$ cat config.mk
export PLATFORM = sky130hd
export DESIGN_NAME = spi_shift_engine
export DESIGN_NICKNAME = d
export VERILOG_FILES = /design/src/rtl/spi_pkg.sv /design/src/rtl/spi_bit_counter.sv /design/src/rtl/spi_shift_engine.sv
export SDC_FILE = /design/constraint.sdc
export NUM_CORES = 1
export LEC_CHECK = 0
export CAP_MARGIN = 20
export CORE_UTILIZATION = 30
export DETAILED_ROUTE_END_ITERATION = 6
export SLEW_MARGIN = 20
export SYNTH_ARGS = -nofsm -noshare
export SYNTH_HDL_FRONTEND = slang
export SYNTH_SLANG_ARGS = --single-unit
$ cat constraint.sdc
create_clock -name clk -period 3.2 [get_ports clk]
set_input_delay 0.32 -clock clk [delete_from_list [all_inputs] [get_ports clk]]
set_output_delay 0.32 -clock clk [all_outputs]
set_load 0.01 [all_outputs]
$ cat src/rtl/spi_pkg.sv
// Shared SPI definitions: default frame width, bit-order encodings and the
// shift-engine frame state type.
package spi_pkg;

  localparam int SPI_DATA_W_DEFAULT = 8;

  localparam logic SPI_LSB_FIRST = 1'b1;
  localparam logic SPI_MSB_FIRST = 1'b0;

  // Frame state; IDLE must encode as 0 so busy reads 0 out of reset.
  typedef enum logic {
    SPI_IDLE     = 1'b0,
    SPI_SHIFTING = 1'b1
  } spi_state_e;

endpackage : spi_pkg

$ cat src/rtl/spi_bit_counter.sv
// Down-counter with load, decrement and last-bit flag. Decrement saturates
// at zero so the count can never wrap. Also used for SCLK edge counting.
module spi_bit_counter #(
  parameter int CNT_W = 4
) (
  input  logic             clk,
  input  logic             rst,
  input  logic             load,
  input  logic [CNT_W-1:0] load_val,
  input  logic             dec,
  output logic [CNT_W-1:0] count,
  output logic             last
);

  localparam logic [CNT_W-1:0] CNT_ZERO = {CNT_W{1'b0}};
  localparam logic [CNT_W-1:0] CNT_ONE  = {{(CNT_W-1){1'b0}}, 1'b1};

  logic [CNT_W-1:0] count_r;
  logic [CNT_W-1:0] count_nxt_s;

  // Next count: load has priority, decrement only while non-zero.
  always_comb begin
    count_nxt_s = count_r;
    if (load) begin
      count_nxt_s = load_val;
    end else if (dec && (count_r != CNT_ZERO)) begin
      count_nxt_s = count_r - CNT_ONE;
    end else begin
      count_nxt_s = count_r;
    end
  end

  // Count register with synchronous reset.
  always_ff @(posedge clk) begin
    if (rst) begin
      count_r <= CNT_ZERO;
    end else begin
      count_r <= count_nxt_s;
    end
  end

  assign count = count_r;
  assign last  = (count_r == CNT_ONE);

endmodule : spi_bit_counter

$ cat src/rtl/spi_shift_engine.sv
// SPI data-path shifter: full-duplex DATA_W-bit shift register with frame
// tracking (busy/done), selectable bit order and a received-word register.
module spi_shift_engine
  import spi_pkg::*;
#(
  parameter int DATA_W = SPI_DATA_W_DEFAULT,
  parameter int CNT_W  = $clog2(DATA_W + 1)
) (
  input  logic              clk,
  input  logic              rst,
  input  logic              load,
  input  logic [DATA_W-1:0] parallel_in,
  input  logic              lsb_first,
  input  logic              shift,
  input  logic              serial_in,
  output logic              serial_out,
  output logic              busy,
  output logic              done,
  output logic [DATA_W-1:0] parallel_out
);

  localparam logic [CNT_W-1:0]  CNT_FULL  = CNT_W'(DATA_W);
  localparam logic [CNT_W-1:0]  CNT_ZERO  = {CNT_W{1'b0}};
  localparam logic [DATA_W-1:0] DATA_ZERO = {DATA_W{1'b0}};

  spi_state_e        state_r;
  spi_state_e        state_nxt_s;
  logic [DATA_W-1:0] data_r;
  logic [DATA_W-1:0] data_nxt_s;
  logic [DATA_W-1:0] shifted_s;
  logic              order_r;
  logic              order_nxt_s;
  logic [DATA_W-1:0] pout_r;
  logic [DATA_W-1:0] pout_nxt_s;
  logic              done_r;
  logic              done_nxt_s;
  logic              cnt_load_s;
  logic              cnt_dec_s;
  logic [CNT_W-1:0]  cnt_s;
  logic              cnt_last_s;
  logic              shift_ok_s;

  spi_bit_counter #(
    .CNT_W (CNT_W)
  ) u_bit_counter (
    .clk      (clk),
    .rst      (rst),
    .load     (cnt_load_s),
    .load_val (CNT_FULL),
    .dec      (cnt_dec_s),
    .count    (cnt_s),
    .last     (cnt_last_s)
  );

  // Post-shift data word for the frame's latched bit order.
  always_comb begin
    shifted_s = data_r;
    if (order_r == SPI_LSB_FIRST) begin
      shifted_s = {serial_in, data_r[DATA_W-1:1]};
    end else begin
      shifted_s = {data_r[DATA_W-2:0], serial_in};
    end
  end

  // A strobe is only honoured mid-frame; a zero count there would be
  // inconsistent state, so it is treated as nothing to shift.
  assign shift_ok_s = shift && (cnt_s != CNT_ZERO);

  // Next-state and data-path control: load aborts/starts a frame and
  // swallows a coincident shift; the last accepted bit closes the frame.
  always_comb begin
    state_nxt_s = state_r;
    data_nxt_s  = data_r;
    order_nxt_s = order_r;
    pout_nxt_s  = pout_r;
    done_nxt_s  = 1'b0;
    cnt_load_s  = 1'b0;
    cnt_dec_s   = 1'b0;
    if (load) begin
      state_nxt_s = SPI_SHIFTING;
      data_nxt_s  = parallel_in;
      order_nxt_s = lsb_first;
      cnt_load_s  = 1'b1;
    end else begin
      case (state_r)
        SPI_IDLE: begin
          state_nxt_s = SPI_IDLE;
        end
        SPI_SHIFTING: begin
          if (shift_ok_s) begin
            data_nxt_s = shifted_s;
            cnt_dec_s  = 1'b1;
            if (cnt_last_s) begin
              state_nxt_s = SPI_IDLE;
              done_nxt_s  = 1'b1;
              pout_nxt_s  = shifted_s;
            end else begin
              state_nxt_s = SPI_SHIFTING;
            end
          end else begin
            state_nxt_s = SPI_SHIFTING;
          end
        end
        default: begin
          state_nxt_s = SPI_IDLE;
        end
      endcase
    end
  end

  // Frame state, shift register and output registers.
  always_ff @(posedge clk) begin
    if (rst) begin
      state_r <= SPI_IDLE;
      data_r  <= DATA_ZERO;
      order_r <= SPI_MSB_FIRST;
      pout_r  <= DATA_ZERO;
      done_r  <= 1'b0;
    end else begin
      state_r <= state_nxt_s;
      data_r  <= data_nxt_s;
      order_r <= order_nxt_s;
      pout_r  <= pout_nxt_s;
      done_r  <= done_nxt_s;
    end
  end

  assign serial_out   = (order_r == SPI_LSB_FIRST) ? data_r[0] : data_r[DATA_W-1];
  assign busy         = (state_r == SPI_SHIFTING);
  assign done         = done_r;
  assign parallel_out = pout_r;

endmodule : spi_shift_engine

==> metrics <==
Setup Fix Bufs, Post-CTS 0; core footprint approximately 3700 um2; die area roughly 4200 um2; leakage 0.498 nW; CP endpoint kind output pin; synth unique cells 26; main combinational cell family by area after synthesis simple AND/OR/NAND/NOR gates; FMAX between 400 and 500 MHz; initial antenna violation count 0; Max VDD drop around 0.17 mV; Post-Synth Adder-Cell Area under 10%; Relative slew margins 54.7%; Syn Area/Cell around 8.4 um2; PostCTS Resize Cnt 0; commonest non-fill, non-tap cell in the layout clkdlybuf4s50_1; syn nets ~160; placed wire-length estimate just over 2 mm; Reg2Reg Setup Slack roughly 1.4 ns; Initial Util 31.7%; PortBufs 24; Max-cap violations 0; hold_buf cts 0; CTS tree built; post-synth top area share approximately 39%; Crit path largest cell delay around 0.58 ns; vias after detailed routing ~1100; first-pass GRT wire length 4.77 mm; WL/cell ~13 um; commonest cells after routing, fill and taps aside clkdlybuf4s50_1 (24), dfxtp_1 (23), nor3_1 (17); Fin. Hold Viols 0; Sum Neg Setup Slack 0 ns; leading post-synthesis cells by cell area dfxtp_1 (39%), mux2_2 (8.6%), nor3_1 (7.2%); Die Wd between 60 and 70 um; Avg Vias per Cell between 5 and 6; Critical Path RT between 2 and 3 ns; hold path endpoint u_bit_counter.count[1]$_SDFFE_PP0P_; Synth Cell Area 1180 um2; post-synthesis compound-gate area fraction ~17%; total power roughly 0.00057 W; total detailed-routing wirelength about 2.7 mm; vias in the first global route 958; Hold Path Cell Cnt 2; Rows 22; n_diodes 0; Tot GR Track Use approximately 14%; Pwr Density roughly 380 nW/um2; Post-route DRC 0; Yosys top cell by area dfxtp_1; fin nets 177; initial drt markers 40; First-pass DRT Iterations 4; CP arrival between 1.5 and 2 ns; critical setup path kind reg2out; RSZ-0062 raised after global routing false; CTS root buf clkbuf_8; status finished clean; num ports 25; Storage cell area 460 um2; xor/xnor share of the synthesized area 0%; Worst Skew approximately 0.0038 ns; largest net degree at the start of global routing 18; CP max-delay cell dfxtp_1; Reg-to-Reg Start u_bit_counter.count[0]$_SDFFE_PP0P_; aggregate global routing overflow 0; Pins Over Slew Limit 0; Fill cells 400; post-synthesis sequential area ratio a little under 40%; Mapped Cells 140; Yosys reg bits 23; clk buf depth 2; Multi-input gate area roughly 650 um2; Synth Area in Simple Gates 27.0%; clk sinks 23; startpoint types flop; Clock Latency Late Sink between 0.2 and 0.3 ns; FF-to-FF path depth 5; GP Congestion ~0.8; Hold Path Class reg2reg; Syn. warnings 0; worst flop-to-flop path endpoint parallel_out[3]$_SDFFE_PP0P_; Buf+Inv Stages, Crit Path 1; final worst-path cycle share 63.3%; DRT antenna net count 0; crit-path max FO 10; top cell family by delay on the critical path flip-flops; layout cells sized above 1 about an eighth; post-synthesis mux area share around a tenth; worst hold path startpoint u_bit_counter.count[1]$_SDFFE_PP0P_; Final setup viols 0; clock slew at reported path FFs approximately 0.080 ns; Tightest Pin Transition around 0.68 ns; min cycle time layout between 2 and 2.5 ns; Syn-to-layout area delta 27.4%; CP Cell Sequence mux2_2 -> clkdlybuf4s50_1; CTS HTree Levels 1; Die Ht approximately 65 um; CTS buffer count 3
## worst register-to-register path, cell delays in order (launching register included)
cell     delay [ns]
dfxtp_1        0.39
inv_1          0.06
ha_1           0.25
or4b_1         0.65
nor3_1         0.28
nor3_1         0.07
## worst max path at each step
stage | start | endpoint | slack, ns | depth (start not counted)
CTS | order_r$_SDFFE_PP0P_ | serial_out | 1.15 | 2
floorplan | u_bit_counter.count[0]$_SDFFE_PP0P_ | parallel_out[3]$_SDFFE_PP0P_ | 1.60 | 6
detailed placement | load | data_r[6]$_SDFFE_PP0P_ | 1.18 | 5
finish | order_r$_SDFFE_PP0P_ | serial_out | 1.17 | 2
global route | order_r$_SDFFE_PP0P_ | serial_out | 1.10 | 2
global placement | shift | u_bit_counter.count[1]$_SDFFE_PP0P_ | 1.26 | 4
## kinds of logic (layout without fill, tap and decap cells)
logic type                 count (synthesis)  after routing
adders and majority gates                  2              2
DFF                                       23             23
AOI/OAI and AO/OA                         33             33
buffers and inverters                     16             36
muxes                                     10             10
and+or+nand+nor                           56             56
## registers in the layout (all words and copies together), names as in the netlist
signal and count:
done 1, u_bit_counter.count 4, data_r 8, order_r 1, busy 1, parallel_out 8
## synthesized netlist by cell type
master and count:
nor3b_1 10, nand4b_1 1, o221ai_1 7, or3_1 2, a31oi_1 1, buf_1 2
clkbuf_1 5, dfxtp_1 23, o21ai_0 12, nor2_1 2, mux2_2 9, or4_1 1
or2_2 2, nand3b_1 2, or4b_1 1, nand2_1 16, mux2i_1 1, buf_2 4
ha_1 2, o211ai_1 1, a21oi_1 11, inv_1 5, nor4b_2 1, nor3_1 17
and3b_1 1, a211oi_1 1
## per-layer routing
layer	share of wire [%]	GRT usage, %	up-vias
met4	0.62	2.78	0
li1	-	-	545
met3	4.1	4.58	4
met1	52	20.2	487
met2	43	21.7	23
met5	0	0	-
## power breakdown
group,total (W),internal (W),switching [W]
clock network,0.000185,0.0000872,0.0000979
registers,0.000306,0.000296,0.0000103
logic,0.0000810,0.0000419,0.0000391
## area by class of cell
type,instances,area share (%)
sequential,23,30.7
timing repair buffer,27,17.5
tap,48,4.00
clock buffer,3,2.75
multi-input combinational,101,43.5
inverter,5,1.25
clock inverter,1,0.334
## stage by stage
| step | instances | hold slack, ns | worst slack, ns | cell area, um2 | util, % |
|---|---|---|---|---|---|
| CTS | 208 | 0.520 | 1.15 | 1500 | 40.4 |
| finish | 208 | 0.514 | 1.17 | 1500 | 40.4 |
| floorplan | 140 | 0.467 | 1.60 | 1180 | - |
| global route | 208 | 0.553 | 1.10 | 1500 | 40.4 |
| detailed placement | 204 | 0.510 | 1.18 | 1450 | 39.1 |
| global placement | 204 | 0.495 | 1.26 | 1450 | 39.1 |
(Power assumes the default switching activity.)
